--- src/rtl/mod4051_pkg.sv ---
// Shared definitions for the mod-4051 datapath blocks: modulus, residue width,
// sequencer state encoding and the 13-bit conditional-subtract reduction.
package mod4051_pkg;

    localparam logic [11:0] MOD_P = 12'd4051;
    localparam int          RW    = 12;

    typedef enum logic [1:0] {
        IDLE   = 2'd0,
        LOOKUP = 2'd1,
        ACCUM  = 2'd2,
        DONE   = 2'd3
    } state_t;

    // Reduces a sum of two residues (at most 2*(MOD_P-1)) back into 0..MOD_P-1.
    function automatic logic [11:0] csub13(input logic [12:0] s);
        logic [12:0] p13;
        logic [12:0] d;
        p13 = {1'b0, MOD_P};
        d   = s - p13;
        return (s >= p13) ? d[11:0] : s[11:0];
    endfunction

endpackage

--- src/rtl/mod4051_x500_lut.sv ---
// Combinational x500 partial-product tables, 64 entries each:
// t_hi = (idx_hi*64*500) mod 4051, t_lo = (idx_lo*500) mod 4051.
module mod4051_x500_lut
    import mod4051_pkg::*;
(
    input  logic [5:0]    idx_hi,
    input  logic [5:0]    idx_lo,
    output logic [RW-1:0] t_hi,
    output logic [RW-1:0] t_lo
);

    logic [RW-1:0] hi_tab [64];
    logic [RW-1:0] lo_tab [64];

    // Table contents are elaboration-time constants, so each output bit maps to a 6-input LUT.
    for (genvar gi = 0; gi < 64; gi++) begin : g_tab
        localparam int HI_VAL = (gi * 64 * 500) % int'(MOD_P);
        localparam int LO_VAL = (gi * 500) % int'(MOD_P);
        assign hi_tab[gi] = RW'(HI_VAL);
        assign lo_tab[gi] = RW'(LO_VAL);
    end

    assign t_hi = hi_tab[idx_hi];
    assign t_lo = lo_tab[idx_lo];

endmodule

--- src/rtl/mod4051_x500_seq.sv ---
// Iterative a * 500^k mod 4051 sequencer, two cycles per iteration.
// Optional operand range check compiled in with MOD4051_SEQ_RANGE_CHECK_EN.
module mod4051_x500_seq
    import mod4051_pkg::*;
#(
    parameter int KW = 4
) (
    input  logic          clk,
    input  logic          rst_n,
    input  logic          in_valid,
    output logic          in_ready,
    input  logic [RW-1:0] in_a,
    input  logic [KW-1:0] in_k,
    output logic          out_valid,
    input  logic          out_ready,
    output logic [RW-1:0] out_res,
    output logic          out_err
);

    state_t        state, state_next;
    logic [RW-1:0] acc, acc_next;
    logic [KW-1:0] cnt, cnt_next;
    logic [RW-1:0] phi, plo;
    logic          err, err_next;
    logic [RW-1:0] t_hi, t_lo;

    mod4051_x500_lut u_lut (
        .idx_hi (acc[11:6]),
        .idx_lo (acc[5:0]),
        .t_hi   (t_hi),
        .t_lo   (t_lo)
    );

    always_ff @(posedge clk or negedge rst_n) begin
        if (!rst_n) begin
            state <= IDLE;
            acc   <= '0;
            cnt   <= '0;
            phi   <= '0;
            plo   <= '0;
            err   <= 1'b0;
        end else begin
            state <= state_next;
            acc   <= acc_next;
            cnt   <= cnt_next;
            err   <= err_next;
            if (state == LOOKUP) begin
                phi <= t_hi;
                plo <= t_lo;
            end
        end
    end

    always_comb begin
        state_next = state;
        acc_next   = acc;
        cnt_next   = cnt;
        err_next   = err;
        case (state)
            IDLE: begin
                err_next = 1'b0;
                if (in_valid) begin
                    acc_next = in_a;
                    cnt_next = in_k;
`ifdef MOD4051_SEQ_RANGE_CHECK_EN
                    if (in_a >= MOD_P) begin
                        acc_next   = '0;
                        err_next   = 1'b1;
                        state_next = DONE;
                    end else
`endif
                    if (in_k == '0) state_next = DONE;
                    else            state_next = LOOKUP;
                end
            end
            LOOKUP: state_next = ACCUM;
            ACCUM: begin
                acc_next   = csub13({1'b0, phi} + {1'b0, plo});
                cnt_next   = cnt - KW'(1);
                state_next = (cnt == KW'(1)) ? DONE : LOOKUP;
            end
            DONE: begin
                if (out_ready) begin
                    state_next = IDLE;
                    err_next   = 1'b0;
                end
            end
            default: state_next = IDLE;
        endcase
    end

    // Outputs depend only on registered state, never on the current inputs.
    assign in_ready  = (state == IDLE);
    assign out_valid = (state == DONE);
    assign out_res   = (state == DONE) ? acc : '0;
    assign out_err   = err;

endmodule

--- config.mk ---
export PLATFORM = sky130hd
export DESIGN_NAME = mod4051_x500_seq
export DESIGN_NICKNAME = d
export VERILOG_FILES = /design/src/rtl/mod4051_pkg.sv /design/src/rtl/mod4051_x500_lut.sv /design/src/rtl/mod4051_x500_seq.sv
export SDC_FILE = /design/constraint.sdc
export NUM_CORES = 1
export LEC_CHECK = 0
export CORE_MARGIN = 2
export CORE_UTILIZATION = 60
export DETAILED_ROUTE_END_ITERATION = 12
export HOLD_SLACK_MARGIN = 0.15
export PLACE_DENSITY = 0.81
export SYNTH_ARGS = -nofsm -noshare
export SYNTH_HDL_FRONTEND = slang
export SYNTH_SLANG_ARGS = --single-unit
--- constraint.sdc ---
create_clock -name clk -period 5.5 [get_ports clk]
set_input_delay 1.65 -clock clk [delete_from_list [all_inputs] [get_ports clk]]
set_output_delay 1.65 -clock clk [all_outputs]
set_load 0.02 [all_outputs]
## Word level (Yosys, flattened, before mapping)

Memories as Yosys holds them, arrays and structs flattened. A register that Yosys moved wholly into a read port is not among the register bits.
Index checks and enable logic that the tools add are counted.

| storage, ports and cells | value |
|---|---|
| input port bits | 20 |
| register bits | 19 |
| output and inout port bits | 15 |
| memory bits (read-only) | 1536 |
| memories | 2 |

Memories:

| name | words | bits a word | rd ports | clocked after memory_dff | write ports | RTL line | text |
|---|---|---|---|---|---|---|---|
| (no name shown) | 64 | 12 | 1 | 1 | 0 | mod4051_x500_lut.sv:24 | `assign t_lo = lo_tab[idx_lo];` |
| (no name shown) | 64 | 12 | 1 | 1 | 0 | mod4051_x500_lut.sv:23 | `assign t_hi = hi_tab[idx_hi];` |

| cells by class | value |
|---|---|
| $lt $le $gt $ge | 1 |
| bitwise logic cells | 2 |
| muxes and demuxes | 13 |
| equality and inequality tests | 6 |
| $add $sub $neg | 3 |
| reductions and logical operators | 9 |

Operator list:

| kind | number |
|---|---|
| 12-bit 2-to-1 mux | 3 |
| 12-bit one-hot mux with 2 select lines | 1 |
| 6-bit inverter with 7-bit output | 2 |
| 12-bit by 12-bit adder with 13-bit output | 1 |
| 13-bit by 12-bit >= comparator with 1-bit output, second input constant | 1 |
| 12-bit subtractor, second input constant | 1 |
| 2-bit 2-to-1 mux | 4 |
| 2-bit one-hot mux with 4 select lines | 1 |
| 4-bit one-hot mux with 2 select lines | 1 |
| 2-bit AND reduction | 3 |
| 2-bit == test, second input constant | 2 |
| 4-bit by 1-bit == test with 1-bit output, second input constant | 1 |
| 4-bit zero test | 1 |
| 4-bit 2-to-1 mux | 1 |
| 2-bit nonzero test | 2 |
| 4-bit by 1-bit subtractor with 4-bit output, second input constant | 1 |
| 2-bit by 1-bit == test with 1-bit output, second input constant | 1 |
| 1-bit zero test | 2 |
| 2-bit zero test | 1 |
| 2-bit by 1-bit inequality test with 1-bit output, second input constant | 1 |
| 2-bit inequality test, second input constant | 1 |
| 1-bit one-hot mux with 2 select lines | 1 |
| 1-bit 2-to-1 mux | 1 |

## Longest topological paths before layout

| logic depth | value |
|---|---|
| depth in word-level cells | 4 |
| mapped depth | 11 |
| gate-level depth less buffers | 10 |

## Hierarchy

From an unflattened synthesis, not the netlist that was laid out.

| second synthesis, totals | value |
|---|---|
| cell total of the unflattened synthesis | 591 |
| area, all modules | 4908.5 um^2 |

By module, submodules not included:

| module | times used | area each (um^2) | sequential area each (um^2) | cells each |
|---|---|---|---|---|
| mod4051_x500_seq | 1 | 2832.7 | 1051.0 | 280 |
| mod4051_x500_lut | 1 | 2075.7 | 0.0 | 311 |

## Worst setup path before layout

No wires, ideal clock.

| timing path | value |
|---|---|
| path kind | reg-to-output |
| start | reg acc[8] |
| end | out out_res[8] |
| required time | 3.850 ns |
| stages on the path, launching flop included | 5 |
| data arrival time | 1.759 ns |
| path buffers | 2 |
| slack | 2.091 ns |
| cell sequence | dfrtp_1 -> clkbuf_1 -> clkinv_1 -> clkbuf_1 -> nor3_1 |

| between the ends | value |
|---|---|
| word-level cells in the longest chain between the ends | 1 |

RTL lines:

| what | RTL line | text |
|---|---|---|
| start, declared | mod4051_x500_seq.sv:21 | `logic [RW-1:0] acc, acc_next;` |
| start signal, assigned | mod4051_x500_seq.sv:44 | `acc <= acc_next;` |
| 12-bit 2-to-1 mux | mod4051_x500_seq.sv:95 | `assign out_res = (state == DONE) ? acc : '0;` |
| end, declared | mod4051_x500_seq.sv:16 | `output logic [RW-1:0] out_res,` |

Every way passes these cells.

## Worst setup path after layout

| timing path | value |
|---|---|
| start | reg acc[2] |
| end | out out_res[2] |

Same word-level chain as after synthesis.

==> results by group <==
Detailed routing
  • Vias per cell: 6.64
  • WL met1: 5860 um
  • Metal3 WL: 982 um
  • Drt pass-1 iters: 5
  • Routed WL: 12900 um
  • Routed len/inst: 17.1 um
  • # DRC: 0
  • DR iter-0 viols: 587
  • Met2 WL: 5830 um
  • Post-route ant nets: 0
  • Highest routed layer: met4
  • Vias post-DR: 5025

Yosys
  • Mean Syn Cell Area: 7.34 um^2
  • Seq/Total Area, Yosys: 21.6%
  • Synth Register Bits: 42
  • Syn_nets: 724
  • Unique masters post-synth: 72
  • Yosys top cell by area: dfrtp_1
  • Synth area leaders: dfrtp_1 (22%), ha_1 (11%), a21oi_1 (8.0%)
  • Ys Warns: 0
  • Number of flops mapped to enable cells by yosys: 0
  • Cells after Synth: 662
  • Ys flop type: dfrtp_1
  • Ys async rst share: 100%
  • Post-Syn Area: 4860 um^2
  • Top-area cell type share of the netlist area: 21.6%

Timing
  • Slew @ Worst Pin: 0.995 ns
  • Final setup TNS: 0 ns
  • Highest Clock Rate: 238 MHz
  • Tcrit/Tclk final: 76.4%
  • Hold Fails Final Rpt: 0
  • Relative slew slack: 33.5%
  • RSZ-0062 raised after global routing: no
  • Final setup vio count: 0
  • Fin. max-slew vios: 0
  • Skew final: 0.00807 ns
  • Final Critical Period: 4.20 ns

Clock network
  • Clk sinks: 42
  • Clock transition at the registers of the reported paths: 0.08 ns
  • Longest Clk Path Bufs: 2
  • H-tree depth: 2
  • CTS tree: done
  • Hold_buf cts: 0
  • Insertion delay to the later sink of the worst-skew pair: 0.30 ns
  • Resize count post-CTS: 0
  • Root buf cell: clkbuf_8
  • CTS buffer count: 5
  • Post-CTS Setup Inserts: 0

Critical path
  • Crit path capture type: output port
  • Crit path arrival time: 2.55 ns
  • RR Endpoint: acc[7]
  • Worst setup SP type: flop
  • Critical path class: reg2out
  • R2r setup slk: 1.85 ns
  • Worst Setup EP: out_res[2]
  • Start of the worst register-to-register path: phi[0]
  • Worst endpoint required time: 3.85 ns
  • Maximum fanout along the worst path: 27
  • Crit. Startpoint: acc[2]
  • Worst reg2reg path depth: 10

Global routing
  • Global-route wire length before repair: 21400 um
  • Vias in the first global route: 4360
  • Tot GR Track Use: 30.1%
  • Initial antenna violation count: 0
  • Grt ovf: 0
  • Largest net degree at the start of global routing: 64

Floorplanning
  • Initial Utilization: 62.5%
  • Chip height: 94.0 um
  • CORE AREA: 7770 um^2
  • Cell row count: 32
  • Die ar.: 8830 um^2
  • Die Wd: 94.0 um
  • # IOs: 35

Layout
  • Final nets: 716
  • Area grow syn2layout: 8.27%
  • Ant. Diodes: 0
  • Commonest non-fill, non-tap cell in the layout: a21oi_1
  • Layout cells sized above 1: 7.02%
  • Most frequent cells in the layout: a21oi_1 (78), nand2_1 (74), nor2_1 (72)
  • Util after Layout: 67.7%
  • Number of fill cells: 684
  • Post-Layout Cell Count: 757

Placed design
  • Placed insts: 749
  • GP Congestion: 0.893
  • Port Buffers: 33
  • Dpl hpwl: 9370 um

Status
  • Outcome: finished clean

Job
  • Max_cap viols: 0

Min path
  • Hold WC Path Type: reg2reg
==> kinds of logic after synthesis <==
logic type      share of synthesized area (%)
other cells                            0.0772
compound gates                           33.2
xor+xnor                                 2.14
fa+ha+maj                                11.0
flops                                    21.6
mux                                      4.41
buf+inv                                  5.80
simple gates                             21.7
==> cells in the mapped netlist (3+ instances only) <==
master / n
a211oi_1: 19
a21o_1: 8
a21oi_1: 78
a221oi_1: 4
a311oi_1: 7
a31oi_1: 10
and3_1: 9
buf_1: 6
clkbuf_1: 47
clkinv_1: 3
dfrtp_1: 42
ha_1: 41
inv_1: 15
mux2_2: 3
mux2i_1: 9
mux4_2: 4
nand2_1: 74
nand2b_1: 6
nand3_1: 13
nand4_1: 3
nor2_1: 72
nor2b_1: 4
nor3_1: 22
nor3b_1: 3
nor4_1: 4
o211ai_1: 10
o21ai_0: 57
o21ai_1: 3
o21bai_1: 6
o22a_1: 4
o22ai_1: 7
o311ai_0: 3
o31ai_1: 5
or2_2: 4
or3_1: 3
xnor2_1: 4
xor2_1: 6
==> sequential cells by signal, indices dropped and copies added (netlist names) <==
| name | flops |
|---|---|
| acc | 12 |
| cnt | 4 |
| phi | 12 |
| plo | 12 |
| state | 2 |
==> stage by stage <==
stage                     worst slack, ns  area, um^2  hold slack [ns]
final                                1.30        5260            0.500
after global routing                 1.13        5260            0.523
after CTS                            1.33        5260            0.496
after detailed placement             1.68        5150            0.477
after global placement               1.71        5150            0.470
after floorplan                      2.09        4860            0.453
==> layer usage <==
layer  global-route usage, %  up-vias
met5                       0        -
met4                    7.37        0
met3                    2.97       23
met2                    47.2      241
met1                    44.4     2340
li1                        -     2421
==> how the worst min path moves through the flow <==
stage | start | end | slack (ns) | cells after the start
after global routing | plo[2] | plo[2] | 0.52 | 1
final | plo[5] | plo[5] | 0.50 | 2
after floorplan | plo[6] | plo[6] | 0.45 | 2
after global placement | plo[5] | plo[5] | 0.47 | 2
after CTS | phi[8] | phi[8] | 0.50 | 1
after detailed placement | phi[8] | phi[8] | 0.48 | 1
==> worst max-delay path, stage by stage, from the launching register on <==
cell and delay (ns):
dfrtp_1 0.86, clkinv_1 0.47, nor3_1 0.28, clkdlybuf4s50_1 0.65
==> cell type report <==
| cell class | instances | area (um^2) | share of cell area (%) |
|---|---|---|---|
| tap | 102 | 128 | 2.43 |
| sequential | 42 | 1050 | 20.0 |
| timing repair buffer | 40 | 378 | 7.19 |
| inverter | 18 | 67.6 | 1.28 |
| multi-input combinational | 547 | 3520 | 67.0 |
| clock inverter | 2 | 37.5 | 0.714 |
| clock buffer | 6 | 72.6 | 1.38 |
Power is left out: the tool's default activity adds up to more than one toggle a clock period on the data nets, which glitch-free logic cannot reach.
